File: src/rtl/pipeline_hazard_ctrl.sv
// Hazard and sequencing controller for a two-stage pipeline: forwarding, load-use stall,
// wrong-path squash after redirects, memory-wait freeze with timeout, and performance counters.
module pipeline_hazard_ctrl #(
    parameter int REG_INDEX_BIT_WIDTH = 4,
    parameter int FLUSH_CYCLES        = 1,
    parameter int MEM_TIMEOUT         = 64,
    parameter int CNT_BITS            = 32
) (
    input  logic                           clk,
    input  logic                           reset,
    input  logic [REG_INDEX_BIT_WIDTH-1:0] s1_sr1,
    input  logic [REG_INDEX_BIT_WIDTH-1:0] s1_sr2,
    input  logic                           s1_use1,
    input  logic                           s1_use2,
    input  logic                           s1_redirect,
    input  logic                           m_valid,
    input  logic                           m_regWrite,
    input  logic                           m_memtoReg,
    input  logic [REG_INDEX_BIT_WIDTH-1:0] m_dr,
    input  logic                           m_memAccess,
    input  logic                           mem_ready,
    output logic                           pcWrtEn,
    output logic                           pipeEn,
    output logic                           bubble,
    output logic                           fwd1,
    output logic                           fwd2,
    output logic                           mem_err,
    output logic [CNT_BITS-1:0]            cycle_cnt,
    output logic [CNT_BITS-1:0]            stall_cnt,
    output logic [CNT_BITS-1:0]            flush_cnt
);
    localparam int WAIT_BITS = $clog2(MEM_TIMEOUT + 1);

    typedef enum logic [1:0] {ST_RUN, ST_FLUSH, ST_MEM_WAIT} state_t;

    state_t                 state_reg, state_next;
    state_t                 saved_reg, saved_next;
    logic [3:0]             flush_left_reg, flush_left_next;
    logic [WAIT_BITS-1:0]   wait_reg, wait_next;
    logic                   mem_err_reg;
    logic [CNT_BITS-1:0]    cycle_reg, stall_reg, flush_reg;

    logic [REG_INDEX_BIT_WIDTH-1:0] src [2];
    logic [1:0]             src_use, hit, fwd_raw;
    logic                   loaduse, memstall;
    logic                   in_wait, timeout, hold;
    state_t                 eff_state;
    logic                   pc_en, pipe_en, bub, fwd_en, squash, err_set;

    assign src[0]  = s1_sr1;
    assign src[1]  = s1_sr2;
    assign src_use = {s1_use2, s1_use1};

    generate
        for (genvar gi = 0; gi < 2; gi++) begin : g_hit
            assign hit[gi]     = m_valid & m_regWrite & src_use[gi] & (m_dr == src[gi]);
            assign fwd_raw[gi] = hit[gi] & ~m_memtoReg;
        end
    endgenerate

    assign loaduse  = (|hit) & m_memtoReg;
    assign memstall = m_valid & m_memAccess & ~mem_ready;

    // While frozen only mem_ready or the timeout can release; the release cycle then
    // behaves exactly like the state that was interrupted.
    assign in_wait   = (state_reg == ST_MEM_WAIT);
    assign timeout   = in_wait & ~mem_ready & (wait_reg == WAIT_BITS'(MEM_TIMEOUT));
    assign hold      = in_wait ? (~mem_ready & ~timeout) : memstall;
    assign eff_state = in_wait ? saved_reg : state_reg;

    always_comb begin
        state_next      = state_reg;
        saved_next      = saved_reg;
        flush_left_next = flush_left_reg;
        wait_next       = wait_reg;
        pc_en           = 1'b1;
        pipe_en         = 1'b1;
        bub             = 1'b0;
        fwd_en          = 1'b0;
        squash          = 1'b0;
        err_set         = 1'b0;
        if (hold) begin
            pc_en   = 1'b0;
            pipe_en = 1'b0;
            if (!in_wait) begin
                state_next = ST_MEM_WAIT;
                saved_next = state_reg;
                wait_next  = WAIT_BITS'(1);
            end else begin
                wait_next  = wait_reg + 1'b1;
            end
        end else begin
            err_set    = timeout;
            state_next = eff_state;
            if (eff_state == ST_FLUSH) begin
                bub             = 1'b1;
                squash          = 1'b1;
                flush_left_next = flush_left_reg - 4'd1;
                if (flush_left_reg == 4'd1)
                    state_next = ST_RUN;
            end else if (loaduse) begin
                pc_en = 1'b0;
                bub   = 1'b1;
            end else begin
                fwd_en = 1'b1;
                if (s1_redirect && FLUSH_CYCLES > 0) begin
                    state_next      = ST_FLUSH;
                    flush_left_next = 4'(FLUSH_CYCLES);
                end
            end
        end
    end

    always_ff @(posedge clk or negedge reset) begin
        if (!reset) begin
            state_reg      <= ST_RUN;
            saved_reg      <= ST_RUN;
            flush_left_reg <= '0;
            wait_reg       <= '0;
            mem_err_reg    <= 1'b0;
            cycle_reg      <= '0;
            stall_reg      <= '0;
            flush_reg      <= '0;
        end else begin
            state_reg      <= state_next;
            saved_reg      <= saved_next;
            flush_left_reg <= flush_left_next;
            wait_reg       <= wait_next;
            mem_err_reg    <= mem_err_reg | err_set;
            cycle_reg      <= cycle_reg + 1'b1;
            if (!pc_en)
                stall_reg <= stall_reg + 1'b1;
            if (squash)
                flush_reg <= flush_reg + 1'b1;
        end
    end

    // Reset forces a bubble into the stage split while the PC keeps loading its reset vector.
    assign pcWrtEn   = pc_en | ~reset;
    assign pipeEn    = pipe_en | ~reset;
    assign bubble    = bub | ~reset;
    assign fwd1      = fwd_raw[0] & fwd_en & reset;
    assign fwd2      = fwd_raw[1] & fwd_en & reset;
    assign mem_err   = mem_err_reg;
    assign cycle_cnt = cycle_reg;
    assign stall_cnt = stall_reg;
    assign flush_cnt = flush_reg;

endmodule

File: config.mk
export PLATFORM = sky130hd
export DESIGN_NAME = pipeline_hazard_ctrl
export DESIGN_NICKNAME = d
export VERILOG_FILES = /design/src/rtl/pipeline_hazard_ctrl.sv
export SDC_FILE = /design/constraint.sdc
export NUM_CORES = 1
export LEC_CHECK = 0
export ABC_AREA = 1
export CAP_MARGIN = 10
export CORE_UTILIZATION = 50
export CTS_BUF_LIST = sky130_fd_sc_hd__clkbuf_16
export CTS_CLUSTER_DIAMETER = 150
export DETAILED_ROUTE_END_ITERATION = 7
export PLACE_DENSITY = 0.77
export SLEW_MARGIN = 15
export SYNTH_ARGS = -nofsm -noshare
export SYNTH_HDL_FRONTEND = slang
export SYNTH_SLANG_ARGS = --single-unit
File: constraint.sdc
create_clock -name clk -period 2.1 [get_ports clk]
set_clock_uncertainty 0.2 [all_clocks]
set_input_delay 0.315 -clock clk [delete_from_list [all_inputs] [get_ports clk]]
set_output_delay 0.315 -clock clk [all_outputs]
set_load 0.02 [all_outputs]
==> PnR_summary.wiki <==
{| class="wikitable"
! Metric !! Value
|-
| Category of cells accounting for the largest share of critical-path delay || simple AND/OR/NAND/NOR gates
|-
| Die area || between 0.01 and 0.015 sq mm
|-
| Number of rows created at floorplan || 41
|-
| Violation count after the first detailed-route iteration || roughly 380
|-
| TritonCTS clock tree || built
|-
| Post-detailed-route count of antenna-violating nets || 0
|-
| Routed vias/inst || around 5
|-
| Layout net count || 1075
|-
| Num Clock Sinks || 112
|-
| Worst-case vdd ir drop || about 480 uV
|-
| Total setup violations reported at the end of the flow || 5
|-
| Drt pass-1 iters || 5
|-
| Total gr overflow || 0
|-
| Max Cap Viol || 0
|-
| Synth top area share || 0.427
|-
| Crit path to || fwd1
|-
| Largest net degree at the start of global routing || 70
|-
| Origin of the critical flop-to-flop path || wait_reg[1]
|-
| Most common library cells after synthesis || nand2_1, dfrtp_1, nor2_1
|-
| Cell total after placement || 1202
|-
| Later-pin clock latency in the skew report || 0.35 ns
|-
| Worst Tran Pin Value || about 0.9 ns
|-
| Relative slew slack || 0.406
|-
| Worst setup path class || reg2out
|-
| Worst-path cell with the longest stage delay || dfrtp_1
|-
| Number of flops mapped to enable cells by yosys || 0
|-
| Post-Layout Inst Area || roughly 0.0087 sq mm
|-
| Reg2Reg Depth || 12
|-
| Count of H-tree levels built during CTS || 3
|-
| P_leak || 3.95 nW
|-
| Max Transition Viols Final || 0
|-
| R2R Path End || flush_cnt[12]
|-
| Async set or reset register ratio after synthesis || 1.00
|-
| Post-layout instance count excluding filler cells || ~1200
|-
| Setup slack after placement || -0.575 ns
|-
| CP required || around 1.6 ns
|-
| Startpoint types || flip-flop
|-
| Setup repair after global routing missed its margin || true
|-
| Buf+Inv Stages, Crit Path || 2
|-
| Flip-flop and latch count after synthesis || 112
|-
| Final worst-path setup slack || -0.132 ns
|-
| Outcome || complete, but fails checks
|-
| Biggest area contributors in the synthesized netlist || dfrtp_1, nand2_1, xor2_1
|-
| Cell occurring most often along the worst timing path || nand3_4
|-
| Chip Height || around 120 microns
|-
| Area of the mapped netlist || 0.00656 sq mm
|-
| Global router's overall resource usage || 0.246
|-
| Setup slack of the most critical reg-to-reg path || 0.04 ns
|-
| Via count of the routed design || 6033
|-
| Cell at the root of the clock tree || clkbuf_16
|-
| Library cell with the highest instance count after synthesis || nand2_1
|-
| Total count of hold-check failures in the final report || 0
|-
| Buffers on Ports || 123
|-
| Core area || 0.0127 sq mm
|-
| Wire length of the first global-routing pass || 26000 microns
|-
| Most used flip-flop cell after synthesis || dfrtp_1
|-
| Via count of the first global-routing pass || 5509
|-
| Post-route DRC violation count || 0
|-
| Violated checks || setup timing
|-
| Antenna violations before repair || 0
|-
| Number of nets produced by synthesis || 912
|-
| # diodes || 0
|-
| Top cell type by total area after synthesis || dfrtp_1
|-
| Post-DP Area || 0.00823 sq mm
|-
| Total power divided by cell area || 810 mW/mm^2
|-
| Fmax || 448 MHz
|-
| Class of the tightest hold or removal check || in2async
|-
| Starting density of the core || 0.516
|-
| Routed wire per std cell || 13.3 microns
|-
| GPL Wtd Cong || 0.903
|-
| Worst endpoint data arrival time || 1.72 ns
|-
| Synth Instances || between 800 and 900
|-
| Minimum clock period || 2.23 ns
|-
| Number of CTS-inserted buffers || 9
|-
| Capturing element type of the critical path || output pin
|-
| Mean instance size in the synthesized netlist || 7.43 sq um
|-
| Number of top-level pins || around 120
|-
| DP HPWL || 12100 microns
|-
| Horiz. Die Dim || approximately 120 microns
|-
| List of cells traversed by the critical path || inv_2 -> ha_4 -> nand2_2 -> nor2_2 -> nand3_2 -> nand3_4 -> nand3_4 -> nor3_4 -> buf_6
|-
| Delay of the slowest critical-path stage || 0.39 ns
|-
| Fraction of the yosys area taken by sequential cells || 0.427
|-
| Total number of yosys warnings || 0
|-
| Count of distinct cell types in the synthesized netlist || 28
|-
| Crit path from || wait_reg[1]
|-
| Critical path fanouts, max || 5
|-
| Clock-pin slew reported for the worst setup and hold paths after clock tree synthesis || 0.07 ns
|-
| Share of the clock period used by the worst path after layout || 1.06
|-
| Detailed Route WL || 16300 microns
|-
| Layout area overhead || 32.2%
|-
| Maximum clock path buffer count || 2
|-
| Critical path depth || 9
|-
| Proportion of layout cells with a drive suffix above 1 || 0.0914
|}
[cell type report]
| cell class | instances | area (sq um) |
|---|---|---|
| clock inverters | 6 | 85.1 |
| multi-input cells | 664 | 3400 |
| repair buffers | 165 | 1590 |
| fillers | 1101 | 4050 |
| flip-flops and latches | 112 | 2800 |
| inverters | 94 | 353 |
| well taps | 172 | 215 |
| clock buffers | 9 | 225 |
[where the power goes]
part	switching (mW)	total, mW	internal, mW	leakage [nW]
clock	0.780	1.82	1.04	0.155
sequential	0.352	2.81	2.45	1.50
combinational	1.33	2.39	1.07	2.30
[stage by stage]
stage | power [mW] | util | hold WS (ns) | TNS, ns
finish | 7.02 | 0.681 | 0.131 | -0.514
global route | 7.45 | 0.681 | 0.121 | -1.79
CTS | 7.00 | 0.672 | 0.118 | -0.770
detailed placement | 5.15 | 0.647 | -0.0490 | -14.38
global placement | 5.10 | 0.647 | -0.0493 | -12.74
floorplan | 4.08 | - | -0.181 | -0.130
[what timing repair did]
action | CTS | global route
hold buffers | 1 | 0
endpoints found under the setup margin | 6 | 69
setup buffers | 1 | 3
gates resized for setup | 35 | 25
hold endpoints to repair | 43 | 0
pin swaps | 6 | 9
[how the worst min path moves through the flow]
stage                     startpoint      endpoint  slack [ns]  cells after the start
after global routing           reset  saved_reg[0]        0.12                      2
after detailed placement       reset  saved_reg[0]       -0.05                      1
final                          reset  saved_reg[0]        0.13                      2
after global placement         reset  saved_reg[0]       -0.05                      1
after CTS                      reset  saved_reg[0]        0.12                      2
after floorplan                reset  cycle_cnt[0]       -0.18                      0
[cell usage in the layout (no fill, tap or decap), types with 16 or more instances in the layout]
cell type / n
nor2_1: 95
xor2_1: 63
buf_4: 40
nand3_1: 29
nor3_1: 38
o21ai_0: 30
nand4_1: 16
dfrtp_1: 112
inv_1: 90
nand2_1: 309
xnor2_1: 24
clkdlybuf4s50_1: 110
[layer usage]
metal | GRT usage | routed length [microns] | vias to the layer above
met5 | 0 | 0 | -
met4 | 0.0633 | 180 | 0
met1 | 0.331 | 7590 | 2778
li1 | - | - | 3087
met2 | 0.400 | 7490 | 150
met3 | 0.0586 | 996 | 18
[kinds of logic (layout without fill, tap and decap cells)]
| family | count (synthesis) | count (layout) | synth area share |
|---|---|---|---|
| compound gates | 43 | 43 | 0.0341 |
| simple gates | 527 | 527 | 0.341 |
| fa+ha+maj | 7 | 7 | 0.0134 |
| flops | 112 | 112 | 0.427 |
| buf+inv | 107 | 274 | 0.0679 |
| xor+xnor | 87 | 87 | 0.116 |
No activity file was read; power rests on OpenSTA's default activity.
